## config.mk

```make
export PLATFORM = sky130hd
export DESIGN_NAME = keypad_scan
export DESIGN_NICKNAME = d
export VERILOG_FILES = /design/src/rtl/keypad_scan.sv
export SDC_FILE = /design/constraint.sdc
export NUM_CORES = 1
export LEC_CHECK = 0
export BUFFER_PORTS_ARGS = -buffer_cell sky130_fd_sc_hd__buf_4
export CAP_MARGIN = 40
export CORE_MARGIN = 3
export CORE_UTILIZATION = 50
export CTS_CLUSTER_SIZE = 16
export DETAILED_ROUTE_END_ITERATION = 10
export GPL_ROUTABILITY_DRIVEN = 0
export PLACE_DENSITY = 0.68
export SLEW_MARGIN = 0
export SYNTH_ARGS = -nofsm -noshare
export SYNTH_HDL_FRONTEND = slang
export SYNTH_SLANG_ARGS = --single-unit
```

## constraint.sdc

```tcl
create_clock -name clk -period 12.9 [get_ports clk]
set_input_delay 0.645 -clock clk [delete_from_list [all_inputs] [get_ports clk]]
set_output_delay 0.645 -clock clk [all_outputs]
set_load 0.1 [all_outputs]
```

## src/rtl/keypad_scan.sv

```systemverilog
// keypad_scan: 4x4 matrix keypad scanner with per-key debounce and a
// one-hot press pulse for the downstream slot-management stage.
// Optional build macro: KEY_REPEAT_EN (auto-repeat of a single held key).
module keypad_scan #(
    parameter int SCAN_DIV       = 50000,
    parameter int DEBOUNCE_SCANS = 8,
    parameter int REPEAT_DELAY   = 500,
    parameter int REPEAT_RATE    = 100
) (
    input  logic        clk,
    input  logic        rst_n,      // active-high synchronous reset
    input  logic [3:0]  row_in,
    output logic [3:0]  col_out,
    output logic [15:0] key_press,
    output logic [15:0] key_edge,
    output logic        scan_tick
);

    localparam int DIV_W = (SCAN_DIV > 1) ? $clog2(SCAN_DIV) : 1;
    localparam logic [DIV_W-1:0] DIV_LAST = DIV_W'(SCAN_DIV - 1);
    localparam logic [3:0]       DEB_LAST = 4'(DEBOUNCE_SCANS - 1);

    if (DEBOUNCE_SCANS < 2 || DEBOUNCE_SCANS > 15 ||
        REPEAT_RATE < 1 || REPEAT_RATE > REPEAT_DELAY) begin : g_bad_params
        $error("keypad_scan: parameter out of range");
    end

    typedef enum logic [1:0] {COL0, COL1, COL2, COL3} col_state_e;

    col_state_e        state_q, state_d;
    logic [DIV_W-1:0]  div_q, div_d;
    logic [3:0]        row_meta_q, row_sync_q;
    logic [15:0]       raw_q, raw_d;
    logic              scan_tick_q, scan_tick_d;
    logic [15:0][3:0]  cnt_q, cnt_d;
    logic [15:0]       key_press_q, key_press_d;
    logic [15:0]       press_prev_q;
    logic [15:0]       key_edge_q, key_edge_d;
    logic              sample;

`ifdef KEY_REPEAT_EN
    localparam int REP_W = $clog2(REPEAT_DELAY + 1);
    localparam logic [REP_W-1:0] REP_LAST   = REP_W'(REPEAT_DELAY - 1);
    localparam logic [REP_W-1:0] REP_RELOAD = REP_W'(REPEAT_DELAY - REPEAT_RATE);

    logic [REP_W-1:0]  rep_cnt_q, rep_cnt_d;
    logic              rep_fire_q, rep_fire_d;
`endif

    assign sample    = (div_q == DIV_LAST);
    assign key_press = key_press_q;
    assign key_edge  = key_edge_q;
    assign scan_tick = scan_tick_q;

    // Column FSM, divider and raw matrix sampling at the last divider count.
    always_comb begin
        state_d     = state_q;
        div_d       = div_q + DIV_W'(1);
        raw_d       = raw_q;
        scan_tick_d = 1'b0;
        col_out     = ~(4'b0001 << state_q);
        if (sample) begin
            div_d = '0;
            for (int unsigned r = 0; r < 4; r++) begin
                raw_d[{r[1:0], state_q}] = ~row_sync_q[r];
            end
            scan_tick_d = (state_q == COL3);
            case (state_q)
                COL0:    state_d = COL1;
                COL1:    state_d = COL2;
                COL2:    state_d = COL3;
                default: state_d = COL0;
            endcase
        end
    end

    // Per-key debounce, evaluated once per completed scan.
    always_comb begin
        key_press_d = key_press_q;
        cnt_d       = cnt_q;
        if (scan_tick_q) begin
            for (int unsigned k = 0; k < 16; k++) begin
                if (raw_q[k[3:0]] != key_press_q[k[3:0]]) begin
                    if (cnt_q[k[3:0]] == DEB_LAST) begin
                        key_press_d[k[3:0]] = ~key_press_q[k[3:0]];
                        cnt_d[k[3:0]]       = '0;
                    end else begin
                        cnt_d[k[3:0]] = cnt_q[k[3:0]] + 4'd1;
                    end
                end else begin
                    cnt_d[k[3:0]] = '0;
                end
            end
        end
    end

`ifdef KEY_REPEAT_EN
    // Repeat timer: runs only while one key is held and the level is steady;
    // the fire flag is suppressed if the level is about to change this cycle.
    always_comb begin
        rep_cnt_d  = rep_cnt_q;
        rep_fire_d = 1'b0;
        if (key_press_q != press_prev_q || !$onehot(key_press_q)) begin
            rep_cnt_d = '0;
        end else if (scan_tick_q) begin
            if (rep_cnt_q == REP_LAST) begin
                rep_fire_d = (key_press_d == key_press_q);
                rep_cnt_d  = REP_RELOAD;
            end else begin
                rep_cnt_d = rep_cnt_q + REP_W'(1);
            end
        end
    end
`endif

    // Press pulse: rising bits of key_press, issued only when exactly one key is down.
    always_comb begin
        key_edge_d = $onehot(key_press_q) ? (key_press_q & ~press_prev_q) : '0;
`ifdef KEY_REPEAT_EN
        if (rep_fire_q && $onehot(key_press_q) && key_press_q == press_prev_q) begin
            key_edge_d = key_press_q;
        end
`endif
    end

    // State registers with synchronous active-high reset.
    always_ff @(posedge clk) begin
        if (rst_n) begin
            state_q      <= COL0;
            div_q        <= '0;
            row_meta_q   <= '1;
            row_sync_q   <= '1;
            raw_q        <= '0;
            scan_tick_q  <= 1'b0;
            cnt_q        <= '0;
            key_press_q  <= '0;
            press_prev_q <= '0;
            key_edge_q   <= '0;
`ifdef KEY_REPEAT_EN
            rep_cnt_q    <= '0;
            rep_fire_q   <= 1'b0;
`endif
        end else begin
            state_q      <= state_d;
            div_q        <= div_d;
            row_meta_q   <= row_in;
            row_sync_q   <= row_meta_q;
            raw_q        <= raw_d;
            scan_tick_q  <= scan_tick_d;
            cnt_q        <= cnt_d;
            key_press_q  <= key_press_d;
            press_prev_q <= key_press_q;
            key_edge_q   <= key_edge_d;
`ifdef KEY_REPEAT_EN
            rep_cnt_q    <= rep_cnt_d;
            rep_fire_q   <= rep_fire_d;
`endif
        end
    end

endmodule

```

==> out/qor.txt <==
Die Wd: 124 um
Final hold vios: 0
Share of layout cells above drive strength 1: 11.4%
Critical path arrival: 4.65 ns
Number of DRC markers in iteration 0: 379
CTS Root Buffer Type: clkbuf_16
Filler instances: 1,161
Crit path largest cell delay: 0.55 ns
Syn_area_per_cell: 9.05 sq um
Cell variety after synth: 40
Register area share after synthesis: 44.5%
Synth top area share: 44.5%
Area leader, netlist: dfxtp_1
Die H: 124 um
Clock-pin slew on the worst setup and hold paths: 0.06 ns
Slew @ Worst Pin: 0.730 ns
DR pass1 iterations: 4
Count of buffers from port buffering: 42
Antenna cells: 0
Max stage delay cell, worst path: fa_1
Initial antenna violation count: 0
Largest net degree at the start of global routing: 74
Total global routing overflow: 0
Critical path cell sequence: inv_1 -> fa_1 -> inv_1 -> fa_1 -> fa_1 -> inv_1 -> fa_1 -> inv_1 -> ha_1 -> fa_1 -> and3_1 -> o2111ai_1 -> buf_4 -> nor3b_1
CP max FO: 12
Vias: 5,432
Final wirelength: 14,300 um
Endpoints failing setup: 0
Hpwl dp: 9920 um
Die Area: 0.0154 sq mm
Mapped Area: 0.00697 sq mm
Antenna Nets Post-Route: 0
Vias in the first global route: 5,166
Number of flops mapped to enable cells by yosys: 0
Hold buffer count at CTS: 0
IO Pins: 43
Type of the worst setup path: flip-flop to flip-flop
CTS tree: built
Setup repair bufs after CTS: 0
FF+latch count, synth: 155
Final Non-Filler Cells: 983
Clk buf depth: 2
Post-CTS sizing: 0
CTS buffer count: 17
CTS sink cnt: 155
Period Utilization, post-route: 33.6%
Top cells by area, synth: dfxtp_1 45%, a21oi_1 6.0%, ha_1 4.8%
Pleak: 3.06 nW
FP Rows: 42
Area growth, synth to finish: 14.0%
FFs w/ async S/R, synth: 0%
Synthesized Nets: 813
Ys Warns: 0
Core ar.: 0.0135 sq mm
PwrDens: 125 mW/mm^2
Req. time, crit path: 13.21 ns
H-tree levels: 4
Dpl cells: 955
Min Clock Period, post-route: 4.34 ns
Most used DFF post-synth: dfxtp_1
Cell mode on critical path: fa_1
First-pass GRT wire length: 24,100 um
Maximum capacitance violations: 0
Final nets: 841
Run status: completed
Final Max Tran Viols: 0
Via-per-instance ratio: 5.53
Relative slew margins: 51.3%
CP Capture Type: flip-flop
RSZ-0062 raised after global routing: no
Aggregate global-route resource usage: 19.8%
Clock Latency Late Sink: 0.42 ns
Worst Hold Class: flip-flop to flip-flop
DRC viols: 0
CP startpoint kind: flip-flop
Worst-case clock skew: 0.00706 ns
Starting Density: 51.8%
Routed length per placed instance: 14.6 um
Synth Instances: 770
VDD IR-drop max: 83.1 uV
FMAX: 0.231 GHz
Setup TNS: 0 ns
==> where the power goes <==
part / switching (mW) / total (mW) / internal, mW
clock network: 0.183 / 0.497 / 0.314
logic: 0.00788 / 0.0107 / 0.00285
registers: 0.00157 / 0.482 / 0.481
total: 0.192 / 0.989 / 0.797
==> stage by stage <==
step	power, mW	util, %	hold WS (ns)	setup WS, ns	instance area [sq um]
after global placement	0.503	54.6	0.375	8.66	7350
after CTS	1.00	59.0	0.386	8.51	7940
after floorplan	0.501	-	0.373	7.92	6970
after detailed placement	0.504	54.7	0.378	8.53	7360
final	0.989	59.0	0.386	8.56	7940
after global routing	1.02	59.0	0.392	8.28	7940
==> state kept, by name, indices dropped and copies added (netlist names), 4 cells and up <==
signal	flops
cnt_q	64
div_q	16
key_edge	16
key_press	16
press_prev_q	16
raw_q	16
row_meta_q	4
row_sync_q	4
==> cell type report <==
| cell class | instances | area, sq um | share of cell area [%] |
|---|---|---|---|
| Sequential cell | 155 | 3110 | 39.1 |
| Clock buffer | 20 | 467 | 5.87 |
| Inverter | 28 | 105 | 1.32 |
| Multi-Input combinational cell | 550 | 3580 | 45.0 |
| Clock inverter | 8 | 120 | 1.51 |
| Timing Repair Buffer | 46 | 349 | 4.39 |
| Tap cell | 176 | 220 | 2.77 |
==> path summary, 6_finish.rpt <==
check        slack [ns]             start  depth (start not counted)            to
max                8.56      key_press[5]                         14  key_edge[15]
min                0.39  press_prev_q[12]                          1  key_edge[12]
min reg2reg        0.39  press_prev_q[12]                          1  key_edge[12]
max reg2reg        8.56      key_press[5]                         14  key_edge[15]
==> Yosys cell counts (2+ instances only) <==
master and count:
buf_1 2, a211oi_1 16, and2_1 2, xnor2_1 18
nor3_1 27, nand2_1 65, buf_2 2, o21ai_0 32
nor2b_1 9, a21oi_1 83, and3_1 19, xor2_1 28
buf_6 3, nand4_1 18, nand3_1 36, and3b_1 16
nand2b_1 16, clkbuf_8 2, or2_2 8, or4b_2 2
mux2i_1 18, nor2_1 59, a32oi_1 3, inv_1 28
ha_1 27, dfxtp_1 155, fa_1 10, nor3b_1 12
and2_2 3, clkbuf_1 28, and4_1 3, nand4b_1 12
==> cells by family (layout without fill, tap and decap cells) <==
kind of cell	count (synthesis)	in the layout	share of synthesized area [%]
flip-flops	155	155	44.5
XOR/XNOR	46	46	5.78
AO/OA/AOI/OAI	135	135	10.5
AND/OR/NAND/NOR	314	314	24.7
adder cells (fa/ha/maj)	37	37	7.72
multiplexers	18	18	2.59
buffers and inverters	65	102	4.15
==> routing by layer <==
layer  track usage [%]  routed length, um  vias to the layer above
met4              8.01                288                        0
met2              31.8               6710                      121
met1              25.6               6700                     2566
met3              5.00                636                       24
li1                  -                  -                     2721
met5                 0                  0                        -
==> worst max-delay path, delay by kind of cell (launching register included) <==
kind            cells  cell delay [ns]
compound gates      1             0.40
fa+ha+maj           6             2.58
buf+inv             5             0.55
flops               1             0.43
simple gates        2             0.25
==> cell usage in the layout, fill, tap and decap left out, types with 8 or more instances in the layout <==
cell type | Yosys | routed
clkbuf_16 | 0 | 17
or2_2 | 8 | 8
o21ai_0 | 32 | 32
nand2_1 | 65 | 65
ha_1 | 27 | 27
mux2i_1 | 18 | 18
fa_1 | 10 | 10
xnor2_1 | 18 | 18
nor3b_1 | 12 | 12
buf_4 | 0 | 45
and3_1 | 19 | 19
nand4b_1 | 12 | 12
a21oi_1 | 83 | 83
xor2_1 | 28 | 28
and3b_1 | 16 | 16
nand3_1 | 36 | 36
nor2b_1 | 9 | 9
inv_1 | 28 | 28
nand4_1 | 18 | 18
dfxtp_1 | 155 | 154
nor3_1 | 27 | 27
nor2_1 | 59 | 59
nand2b_1 | 16 | 16
a211oi_1 | 16 | 16
Note: power is estimated with default switching activity, not from simulation.
